**config.mk**
```make
export PLATFORM = sky130hd
export DESIGN_NAME = rr_grant_arbiter
export DESIGN_NICKNAME = d
export VERILOG_FILES = /design/src/rtl/rr_grant_arbiter.sv
export SDC_FILE = /design/constraint.sdc
export NUM_CORES = 1
export LEC_CHECK = 0
export ABC_AREA = 1
export BUFFER_PORTS_ARGS = -buffer_cell sky130_fd_sc_hd__buf_2
export CAP_MARGIN = 10
export CORE_MARGIN = 5
export CORE_UTILIZATION = 55
export DETAILED_ROUTE_END_ITERATION = 16
export PLACE_DENSITY = 0.76
export SETUP_SLACK_MARGIN = 0.4
export SLEW_MARGIN = 5
export SYNTH_ARGS = -nofsm -noshare
export SYNTH_HDL_FRONTEND = slang
export SYNTH_SLANG_ARGS = --single-unit
export TNS_END_PERCENT = 50
```
**constraint.sdc**
```tcl
create_clock -name clk_i -period 9.5 [get_ports clk_i]
set_clock_uncertainty 0.2 [all_clocks]
set_input_delay 2.375 -clock clk_i [delete_from_list [all_inputs] [get_ports clk_i]]
set_output_delay 2.375 -clock clk_i [all_outputs]
set_load 0.01 [all_outputs]
```
**src/rtl/rr_grant_arbiter.sv**
```systemverilog
// rr_grant_arbiter
//   Round-robin arbiter that shares one resource among N requesters. The
//   current owner keeps the grant while its request stays high. When HoldMax
//   is non-zero, the owner is rotated out after HoldMax consecutive cycles if
//   anyone else is waiting. All outputs are registered.
//
// Ports
//   clk_i          rising-edge clock
//   reset_i        synchronous, active-high reset
//   enable_i       arbiter enable; low revokes any grant
//   req_i          request vector, bit i = requester i
//   grant_o        one-hot grant, all-zero when nobody owns the resource
//   grant_idx_o    binary index of the granted requester, 0 when none
//   grant_valid_o  high iff grant_o != 0
//   preempt_o      one-cycle pulse on the cycle a hold-limit rotation lands
module rr_grant_arbiter #(
    parameter int unsigned N       = 16,
    parameter int unsigned IDXW    = 4,
    parameter int unsigned HOLD_MAX = 8
) (
    input  logic            clk_i,
    input  logic            reset_i,
    input  logic            enable_i,
    input  logic [N-1:0]    req_i,
    output logic [N-1:0]    grant_o,
    output logic [IDXW-1:0] grant_idx_o,
    output logic            grant_valid_o,
    output logic            preempt_o
);

    // Hold counter only needs to reach HOLD_MAX-1.
    localparam int unsigned HoldW = (HOLD_MAX > 1) ? $clog2(HOLD_MAX) : 1;
    localparam logic [HoldW-1:0] HoldLast = (HOLD_MAX != 0) ? HoldW'(HOLD_MAX - 1) : '0;

    typedef enum logic [0:0] {StIdle, StOwn} state_e;

    state_e            state_q, state_d;
    logic [N-1:0]      grant_q, grant_d;
    logic [IDXW-1:0]   idx_q, idx_d;
    logic              valid_q, valid_d;
    logic              preempt_q, preempt_d;
    logic [IDXW-1:0]   ptr_q, ptr_d;
    logic [HoldW-1:0]  hold_q, hold_d;

    logic [N-1:0]      cand;
    logic              cand_any;
    logic [IDXW-1:0]   win;

    // First set bit of r searching start, start+1, ..., N-1, 0, ..., start-1.
    function automatic logic [IDXW-1:0] rr_pick(input logic [N-1:0]    r,
                                                input logic [IDXW-1:0] start);
        logic [IDXW-1:0] pick;
        logic            found;
        int unsigned     pos;
        pick  = '0;
        found = 1'b0;
        for (int unsigned k = 0; k < N; k++) begin
            pos = 32'(start) + k;
            if (pos >= N) pos = pos - N;
            if (!found && r[pos[IDXW-1:0]]) begin
                found = 1'b1;
                pick  = pos[IDXW-1:0];
            end
        end
        return pick;
    endfunction

    // The owner is excluded from the candidate set. On release its request is
    // already low, and on a forced rotation it must not win again.
    assign cand     = req_i & ~grant_q;
    assign cand_any = |cand;
    assign win      = rr_pick(cand, ptr_q);

    always_comb begin
        logic take;
        logic drop;
        take      = 1'b0;
        drop      = 1'b0;
        state_d   = state_q;
        grant_d   = grant_q;
        idx_d     = idx_q;
        valid_d   = valid_q;
        preempt_d = 1'b0;
        ptr_d     = ptr_q;
        hold_d    = hold_q;

        unique case (state_q)
            StIdle: begin
                if (enable_i && cand_any) take = 1'b1;
                else                      drop = 1'b1;
            end
            StOwn: begin
                if (!enable_i) begin
                    drop = 1'b1;
                end else if (!req_i[idx_q]) begin
                    // Hand straight over on release, no idle gap.
                    if (cand_any) take = 1'b1;
                    else          drop = 1'b1;
                end else if ((HOLD_MAX != 0) && (hold_q == HoldLast) && cand_any) begin
                    take      = 1'b1;
                    preempt_d = 1'b1;
                end else if (hold_q != HoldLast) begin
                    hold_d = hold_q + 1'b1;
                end
            end
            default: drop = 1'b1;
        endcase

        if (take) begin
            state_d = StOwn;
            grant_d = {{(N-1){1'b0}}, 1'b1} << win;
            idx_d   = win;
            valid_d = 1'b1;
            ptr_d   = (32'(win) == N - 1) ? '0 : win + 1'b1;
            hold_d  = '0;
        end else if (drop) begin
            state_d = StIdle;
            grant_d = '0;
            idx_d   = '0;
            valid_d = 1'b0;
            hold_d  = '0;
        end
    end

    always_ff @(posedge clk_i) begin
        if (reset_i) begin
            state_q   <= StIdle;
            grant_q   <= '0;
            idx_q     <= '0;
            valid_q   <= 1'b0;
            preempt_q <= 1'b0;
            ptr_q     <= '0;
            hold_q    <= '0;
        end else begin
            state_q   <= state_d;
            grant_q   <= grant_d;
            idx_q     <= idx_d;
            valid_q   <= valid_d;
            preempt_q <= preempt_d;
            ptr_q     <= ptr_d;
            hold_q    <= hold_d;
        end
    end

    assign grant_o       = grant_q;
    assign grant_idx_o   = idx_q;
    assign grant_valid_o = valid_q;
    assign preempt_o     = preempt_q;

endmodule

```
==> flow_metrics.tcl <==
set metrics [dict create \
    path_buf_inv 5 \
    clkSinkCount 29 \
    grt_max_degree 24 \
    met2_usage 0.464 \
    yosys_warnings 0 \
    hold_start "hold_q[1]" \
    grt_antenna_before_repair 0 \
    dieHeight_um 89.1 \
    crit_slowest_cell "o21ai_0" \
    rsz0062_at_grt "false" \
    gp_congestion 1.01 \
    vias 4042 \
    clock-root-buffer "clkbuf_8" \
    drc 0 \
    path_class "input pin to flip-flop" \
    relSlewSlack 0.358 \
    area_growth_pct 9.90 \
    grt_busiest_layer "met2" \
    clkTransAtPathRegs_ns 0.07 \
    design.core.area_sq_um 5990 \
    dp_hpwl_um 8900 \
    cp.arrival_ns 5.57 \
    ys_seq_elements 29 \
    cp-start-kind "input pin" \
    synthArstFlopShare 0 \
    fin_crit_ns 5.54 \
    cp.required_ns 9.53 \
    endpoint_kind "flip-flop" \
    status "finished, final reports clean" \
    grt_use_met3 0.0664 \
    slowest_delay_ns 0.41 \
    holdBufCountCts 0 \
    die_w_um 89.1 \
    clock_path_buffers 2 \
    cts_buffers 5 \
    avgSynthCellArea_sq_um 6.15 \
    finalWorstSetupSlack_ns 3.96 \
    hold_viol 0 \
    insertion_delay_ns 0.29 \
    layout.nets 627 \
    cts_tree "done" \
    r2r_start "ptr_q[1]" \
    grt_util_met1 0.399 \
    n_antenna_cell 0 \
    syn-num-nets 592 \
    port_buffers 40 \
    drive_above_1_share 0.192 \
    crit_top_cell "nand2_1" \
    grt_usage 0.296 \
    grt_pass1_wl_um 18300 \
    synth.distinct_cells 49 \
    crit_family "simple AND/OR/NAND/NOR gates" \
    die-area_sq_um 7930 \
    drtIter0Drc 474 \
    worstMarginPinSlew_ns 0.960 \
    io_pins 41 \
    synth_edf_count 0 \
    via_per_inst 6.03 \
    drtAntennaViolNets 0 \
    ctsHtreeMaxLevel 2 \
    wl_per_cell_um 16.7 \
    start_util 0.574 \
    row_count 28 \
    whs_ns 0.267 \
    firstDrtPassIters 5 \
    overflow 0 \
    pre_cts_ws_ns 3.74 \
    slew_violations 0 \
    synth_cells 559 \
    post_cts_buffers 0 \
    grt_pass1_vias 3779 \
    post_cts_resized 0 \
    hold_path.class "flip-flop to flip-flop" \
    synth_seq_area_share 0.169 \
    maxCapViolCount 0 \
    ys.flop_type "dfxtp_1" \
    startpoint "req_i[13]" \
    crit_path_max_fanout 6 \
    setup_viol 0 \
    clock.fmax_ghz 0.181 \
    finalSetupTns_ns 0 \
    netlist_area_sq_um 3440 \
    wirelength_um 11200 \
    fin_crit_sh 0.583 \
]
## through the flow
step           instance area, sq um  cells   util
6_report                       3780    670  0.631
5_1_grt                        3780    670  0.631
4_1_cts                        3780    670  0.631
3_3_place_gp                   3660    662  0.610
2_1_floorplan                  3440    559      -
3_5_place_dp                   3660    662  0.610
## cells in the final DEF (no fill, tap or decap), drive strengths merged, types with 2 or more instances in the layout
cell and instances:
nand2 148, o22ai 20, a21oi 17, nand3 129
inv 80, buf 41, nand4 15, dfxtp 29
nor3 2, o21a 2, ha 14, nor2 39
nor4 2, xor2 3, clkbuf 6, xnor2 4
o21ai 31
## synthesized netlist by cell type (2+ instances only)
| library cell | count | area [sq um] |
|---|---|---|
| nand2_1 | 137 | 514 |
| buf_2 | 5 | 25.0 |
| a21oi_1 | 15 | 75.1 |
| nand3_4 | 2 | 35.0 |
| dfxtp_1 | 29 | 581 |
| buf_6 | 2 | 22.5 |
| o21ai_0 | 21 | 105 |
| o21ai_1 | 8 | 40.0 |
| a21oi_2 | 2 | 17.5 |
| inv_1 | 71 | 267 |
| nand3_1 | 114 | 571 |
| nand3_2 | 13 | 130 |
| nand2_2 | 9 | 56.3 |
| nor3_1 | 2 | 10.0 |
| nand2_4 | 2 | 22.5 |
| inv_2 | 7 | 26.3 |
| xnor2_1 | 2 | 17.5 |
| nor2_2 | 7 | 43.8 |
| nand4_1 | 13 | 81.3 |
| inv_4 | 2 | 12.5 |
| nor2_1 | 30 | 113 |
| ha_1 | 14 | 175 |
| o21ai_2 | 2 | 17.5 |
| o21a_1 | 2 | 15.0 |
| xnor2_2 | 2 | 32.5 |
| clkbuf_1 | 3 | 11.3 |
| o22ai_2 | 8 | 100 |
| buf_4 | 3 | 22.5 |
| o22ai_1 | 12 | 75.1 |
## path summary, 6_finish.rpt
kind	to	slack, ns	cells past startpoint
worst max register to register	ptr_q[2]	4.15	24
worst min-delay path	hold_q[1]	0.27	2
worst min register to register	hold_q[1]	0.27	2
worst max-delay path	ptr_q[2]	3.96	25
## state kept, by name, indices dropped and copies added (netlist names)
name,cells
grant_idx_o,4
hold_q,3
grant_o,16
preempt_o,1
grant_valid_o,1
ptr_q,4
## tightest hold or removal path: cells and delay by family (launching register included)
kind,cells,cell delay (ns)
flip-flops,1,0.31
AND/OR/NAND/NOR,1,0.06
AO/OA/AOI/OAI,1,0.05
## area by class of cell
| cell class | instances | area (sq um) |
|---|---|---|
| clock buffer | 6 | 82.6 |
| clock inverter | 2 | 37.5 |
| fill | 596 | 2210 |
| inverter | 81 | 309 |
| multi-input combinational | 436 | 2470 |
| sequential | 29 | 581 |
| tap | 75 | 93.8 |
| timing repair buffer | 41 | 208 |
## kinds of logic (layout without fill, tap and decap cells)
group | after synthesis | after routing | share of synthesized area
xor gates and xnor gates | 7 | 7 | 0.0299
and+or+nand+nor | 340 | 340 | 0.493
buffers and inverters | 94 | 130 | 0.114
DFF | 29 | 29 | 0.169
adders and majority gates | 14 | 14 | 0.0510
AOI/OAI and AO/OA | 75 | 75 | 0.143
## metal layers
layer / vias up / wire, um
li1: 1939 / -
met1: 1809 / 4710
met2: 257 / 4980
met3: 37 / 1220
met4: 0 / 283
met5: - / 0
Power is left out: the tool's default activity adds up to more than one toggle a clock period on the data nets, which glitch-free logic cannot reach.
